==> src/rtl/reg_file_scoreboard.sv <==
// Register file with two combinational read ports, one write port, same-cycle
// write bypass, optional hardwired zero register and a per-register pending bit.
module reg_file_scoreboard #(
    parameter int WIDTH    = 32,
    parameter int DEPTH    = 16,
    parameter int ADDR_W   = 4,
    parameter int ZERO_REG = 0
) (
    input  logic                clk,
    input  logic                rst_n,
    input  logic [ADDR_W-1:0]   a_select,
    input  logic [ADDR_W-1:0]   b_select,
    output logic [WIDTH-1:0]    port_a,
    output logic [WIDTH-1:0]    port_b,
    output logic                a_ready,
    output logic                b_ready,
    input  logic [WIDTH-1:0]    port_c,
    input  logic [ADDR_W-1:0]   c_select,
    input  logic                load_enable,
    input  logic                reserve_enable,
    input  logic [ADDR_W-1:0]   reserve_select,
    output logic [DEPTH-1:0]    pending
);

    localparam bit HAS_ZERO = (ZERO_REG != 0);

    logic [WIDTH-1:0]  r_regs [DEPTH];
    logic [DEPTH-1:0]  r_pending;

    logic              w_write_ok;
    logic              w_reserve_ok;
    logic [DEPTH-1:0]  w_pending_next;

    assign w_write_ok   = load_enable    && !(HAS_ZERO && (c_select == '0));
    assign w_reserve_ok = reserve_enable && !(HAS_ZERO && (reserve_select == '0));

    // A reservation is applied after the write clear so a newer producer wins.
    always_comb begin
        w_pending_next = r_pending;
        if (w_write_ok) begin
            w_pending_next[c_select] = 1'b0;
        end
        if (w_reserve_ok) begin
            w_pending_next[reserve_select] = 1'b1;
        end
        if (HAS_ZERO) begin
            w_pending_next[0] = 1'b0;
        end
    end

    always_ff @(posedge clk) begin
        if (!rst_n) begin
            for (int i = 0; i < DEPTH; i++) begin
                r_regs[i] <= '0;
            end
            r_pending <= '0;
        end else begin
            if (w_write_ok) begin
                r_regs[c_select] <= port_c;
            end
            r_pending <= w_pending_next;
        end
    end

    assign pending = r_pending;

    logic w_bypass_a;
    logic w_bypass_b;

    assign w_bypass_a = rst_n && load_enable && (c_select == a_select);
    assign w_bypass_b = rst_n && load_enable && (c_select == b_select);

    // Zero register outranks bypass, which outranks stored state.
    always_comb begin
        port_a  = r_regs[a_select];
        a_ready = ~r_pending[a_select];
        if (HAS_ZERO && (a_select == '0)) begin
            port_a  = '0;
            a_ready = 1'b1;
        end else if (w_bypass_a) begin
            port_a  = port_c;
            a_ready = 1'b1;
        end
    end

    always_comb begin
        port_b  = r_regs[b_select];
        b_ready = ~r_pending[b_select];
        if (HAS_ZERO && (b_select == '0)) begin
            port_b  = '0;
            b_ready = 1'b1;
        end else if (w_bypass_b) begin
            port_b  = port_c;
            b_ready = 1'b1;
        end
    end

endmodule

==> config.mk <==
export PLATFORM = sky130hd
export DESIGN_NAME = reg_file_scoreboard
export DESIGN_NICKNAME = d
export VERILOG_FILES = /design/src/rtl/reg_file_scoreboard.sv
export SDC_FILE = /design/constraint.sdc
export NUM_CORES = 1
export LEC_CHECK = 0
export ABC_AREA = 1
export CELL_PAD_IN_SITES_DETAIL_PLACEMENT = 0
export CELL_PAD_IN_SITES_GLOBAL_PLACEMENT = 1
export CORE_ASPECT_RATIO = 0.5
export CORE_MARGIN = 2
export CORE_UTILIZATION = 46
export DETAILED_ROUTE_END_ITERATION = 12
export PLACE_DENSITY_LB_ADDON = 0.3
export SLEW_MARGIN = 10
export SYNTH_ARGS = -nofsm -noshare
export SYNTH_HDL_FRONTEND = slang
export SYNTH_SLANG_ARGS = --single-unit
==> constraint.sdc <==
create_clock -name clk -period 2.7 [get_ports clk]
set_input_delay 0.54 -clock clk [delete_from_list [all_inputs] [get_ports clk]]
set_output_delay 0.54 -clock clk [all_outputs]
set_load 0.05 [all_outputs]
; After elaboration in Yosys (flattened, before gate mapping)
; Memories as Yosys holds them, arrays and structs flattened.
; Cells that the tools add are included.
[word_totals]
ff_bits = 16
mem_bits_rw = 512
in_bits = 52
wordCells = 42
n_memories = 1
[memory_table]
columns = name, depth, word_bits, rd, rd_ports_with_merged_regs, write_ports, line
row1 = r_regs, 16, 32, 2, 0, 16, 27  ; logic [WIDTH-1:0] r_regs [DEPTH];
[classes]
order_cmp = 6
eq_ne = 2
muxes = 21
bitwise = 5
n_reduce_logical = 6
[op_table]
columns = cell, n
row1 = $mux 32, 3
row2 = $mux 16, 2
row3 = $reduce_or 32->1, 1
row4 = $lt 4x5->1 const B, 4
row5 = $and 16x16->16, 1
row6 = $not 16->16, 1
row7 = $or 16x16->16, 1
row8 = $mux 1, 11
row9 = $bmux 1 s4, 2
row10 = $demux 1 s4, 2
row11 = $eq 4x4->1, 2
row12 = $ge 4x1->1 const B, 2
row13 = $logic_and 1x1->1, 5
row14 = $mux 4, 1
row15 = $not 1->1, 2

; Logic depth before layout (Yosys ltp)
[depth]
ltp_word = 9
mapped_depth = 11

; Worst setup path before layout
; OpenSTA, ideal clock, no wires.
[synth_path]
path_type = input-to-reg
from = in c_select[2]
to = mem r_regs[4][0] (enable)
setup_time_ps = 389
arrival_time_ps = 2057
slack_ps = 254
path_stages = 8
n_path_buf = 2
path_cell_list = buf_2 > inv_1 > nor2_1 > nand2_1 > nor2_1 > inv_2 > clkbuf_1 > nand2_1
[synth_rtl]
columns = item, line
row1 = start: declaration, 18  ; input logic [ADDR_W-1:0] c_select,
row2 = end: declaration, 27

; Final worst setup path
[layout_path]
from = in c_select[1]
to = out port_b[29]
[layout_between]
elab_chain_len = 3
[layout_lines]
columns = item, line
row1 = $eq 4x4->1, 71  ; assign w_bypass_b = rst_n && load_enable && (c_select == b_select);
row2 = $logic_and 1x1->1, 71
row3 = $mux 32, 92  ; end else if (w_bypass_b) begin
row4 = end: declaration, 14  ; output logic [WIDTH-1:0] port_b,
; No other way between the ends.

==> results list <==
- Data arrives at the worst endpoint at 2110 ps.
* Tmin final: roughly 2700 ps
- At the worst endpoint, the required time is 2160 ps.
- Starting DRC count in detailed routing: 4063
- Reg2reg setup slack: 2010 ps
- Number of diodes added for antenna fixing: 0
* Combinational share of power: 0.198
- Entering global routing, the biggest net connects 95 pins.
* CP max FO: 4
- After clock tree synthesis, the clock-pin slew on the worst setup and hold paths is 60 ps.
- Tracing the worst setup path back leads to its startpoint at c_select[1].
- Max-cap check violation count: 0
- Post-detailed-route wirelength per cell: 23.4 um
- Num ports: 134
* Power density of the placed cells: roughly 590 nW/um^2
- Clock buffers created by TritonCTS: 50
- Result of the run: finished, final reports clean
- Crit Path Class: in -> out
- After legalization and detailed placement, the total HPWL measured approximately 64000 um.
- From left edge to right edge, the die measures 364 um.
- The library cell used most frequently in the layout, excluding fill and tap cells, is sky130_fd_sc_hd__nand2_1.
- Synth cell types: 26
* Timing-limited maximum frequency: 377 MHz
* Core utilization of the finished layout: 0.556
- PortBufs: 133
- Initial cell density of the core: 0.469
- Yosys Warn Count: 0
- End point of the most critical hold path: pending[14]
- Root Buffer Master: sky130_fd_sc_hd__clkbuf_16
- Fin Clk Skew: 0 ps
* Area overhead of the layout relative to synthesis: 18.7%
* Post-synth net total: 3941
* Bufs on Longest Clock Path: 3
* Wire length of the first global-routing pass: 168000 um
- The die is around 180 um tall.
* TritonCTS clock tree: yes
- Of the cells placed in the final design, the portion with a size suffix greater than 1 is 0.0928.
* Reg2Reg Depth: 2
- VDD IR max: 0.457 mV
- Leakage power figure: 15.1 nW
* Count of clock tree sinks: ~530
- Of the available clock period, the critical path in the final layout requires 0.983.
- Of the total power, the share spent switching nets is 0.295.
- In the layout the commonest cells are sky130_fd_sc_hd__nand2_1 (1545), sky130_fd_sc_hd__nand3_1 (797), sky130_fd_sc_hd__nor2_1 (533).
- RD Place Congestion: 0.875
- Along the worst hold path, the cell count comes to 4.
- CTS HTree Levels: 2
- Startpoint of the lowest-slack register-to-register path: pending[4]
* Register bit total from synthesis: between 500 and 600
- Origin of the worst min-delay path: c_select[3]
* Finish-stage setup viols: 0
- The worst setup path is launched from an input pin.
- STA classifies the critical path endpoint as an output port.
- Clock latency of the later-clocked register in the worst-skew pair: 600 ps
- Part of the power in registers: 0.467
* Slew @ Worst Pin: 752 ps
* Sequential element share of the synthesized area: 0.527
* Total power of the final layout: roughly 21 mW
- Cell internal power was estimated by the tool at 14.6 mW.
* Detailed-route via count: 28500
* First drt pass iteration count: 7
- In this run the core area contains 65 standard-cell rows.
- Number of hold violations in the final report: 0
- # nets final: 3982
- Tightest slew margin relative to the limit: 0.499
* Remaining design rule violation count: 0
- Number of inserted filler cells in the final layout: between 5000 and 6000
- Relative contribution of the clock network to total power: 0.335
- In this run the remaining antenna-violating nets after routing total 0.
* Switching power of the nets: 6.12 mW
* Die Outline Area: 66900 sq um
- The endpoint identified for the worst register-to-register timing path is pending[4].
- In the global route stage, overall resource usage came out at 0.336.
* Final-report max-slew violation count: 0
- Drt total wl: 113000 um
* Instance count of the mapped netlist: 3889
- The number of global-route vias before repair came to roughly 27000.
* Syn avg cell area: around 7.7 sq um
* Via-to-Cell Ratio: about 6
- Antenna violations before repair: 1
* Overflow left after global routing: 0
- The mapped netlist covers 29800 sq um.
* Hold/Removal Path Class: in -> reg
* Core Area: 63500 sq um
## stage by stage
stage	worst slack, ps	std cells	hold slack, ps	setup TNS (ps)	area, sq um
2_1_floorplan	254	3889	719	0	29800
3_3_place_gp	-177	4740	506	-4730	33600
3_5_place_dp	-227	4740	515	-8990	33600
4_1_cts	9.48	4834	476	0	35300
5_1_grt	-1.72	4835	470	-3.19	35300
6_report	45.3	4835	474	0	35300
## flip-flops by register name, indices dropped and copies added (netlist names)
signal	flops
pending	16
r_regs	512
## routing by layer
| metal | global-route usage | part of all wire |
|---|---|---|
| met5 | 0 | 0 |
| met4 | 0.139 | 0.040 |
| met3 | 0.0614 | 0.12 |
| met2 | 0.522 | 0.44 |
| met1 | 0.466 | 0.40 |
## worst max-delay path by stage
| stage | endpoint | slack [ps] | cells after the start |
|---|---|---|---|
| after floorplan | r_regs[4][0] | 250 | 8 |
| after global placement | port_b[25] | -180 | 9 |
| after detailed placement | port_b[25] | -230 | 9 |
| after CTS | port_b[29] | 9 | 10 |
| after global routing | port_b[2] | -2 | 11 |
| final | port_b[29] | 50 | 11 |
## kinds of logic (layout without fill, tap and decap cells)
group / count (synthesis) / after routing / synth area share
compound gates: 45 / 45 / 0.00865
xor+xnor: 2 / 2 / 0.000588
buf+inv: 398 / 473 / 0.0616
flops: 528 / 528 / 0.527
simple gates: 2916 / 2916 / 0.402
## synth_stat cells, drive strengths merged
cell type  instances  share of area
clkinv             1        0.00017
xor2               1        0.00029
nor2             534          0.067
nand4              5         0.0011
clkbuf            90          0.011
a21oi              8         0.0013
dfxtp             16          0.011
o211ai             8         0.0020
o22ai             10         0.0021
inv               80          0.010
nor3               3        0.00067
buf              227          0.040
nand2           1574           0.20
xnor2              1        0.00029
edfxtp           512           0.52
nand3            800           0.13
o21ai             19         0.0032
## worst max-delay path, stage by stage
cell	delay, ps
sky130_fd_sc_hd__dlygate4sd2_1	280
sky130_fd_sc_hd__inv_2	90
sky130_fd_sc_hd__o21ai_1	70
sky130_fd_sc_hd__nor3_2	180
sky130_fd_sc_hd__nand2_2	150
sky130_fd_sc_hd__clkinv_4	130
sky130_fd_sc_hd__buf_12	120
sky130_fd_sc_hd__bufbuf_16	260
sky130_fd_sc_hd__nand2_1	60
sky130_fd_sc_hd__nand2_2	80
sky130_fd_sc_hd__buf_12	130
## power groups by stage
| stage | Combinational [mW] | Sequential (mW) | Clock (mW) |
|---|---|---|---|
| 5_1_grt | 4.38 | 9.72 | 7.27 |
| 2_1_floorplan | 2.25 | 9.81 | 0 |
| 6_report | 4.11 | 9.67 | 6.94 |
| 3_5_place_dp | 4.03 | 9.84 | 0 |
| 4_1_cts | 4.06 | 9.66 | 6.95 |
| 3_3_place_gp | 4.01 | 9.82 | 0 |
## repair_timing
item | in CTS | in global routing
buffers inserted | 6 | 1
gates resized for setup | 24 | 7
setup endpoints to repair | 65 | 27
pin swaps | 3 | 2
gates cloned | 3 | 0
hold buffers | 0 | 0
## cell type report
cell class	count	area [sq um]	area share
Inverter	81	342	0.00967
Tap cell	871	1090	0.0308
Timing Repair Buffer	306	4370	0.124
Clock inverter	27	201	0.00570
Clock buffer	59	1310	0.0370
Sequential cell	528	15700	0.444
Multi-Input combinational cell	2963	12300	0.349
Note: power is estimated with default switching activity, not from simulation.
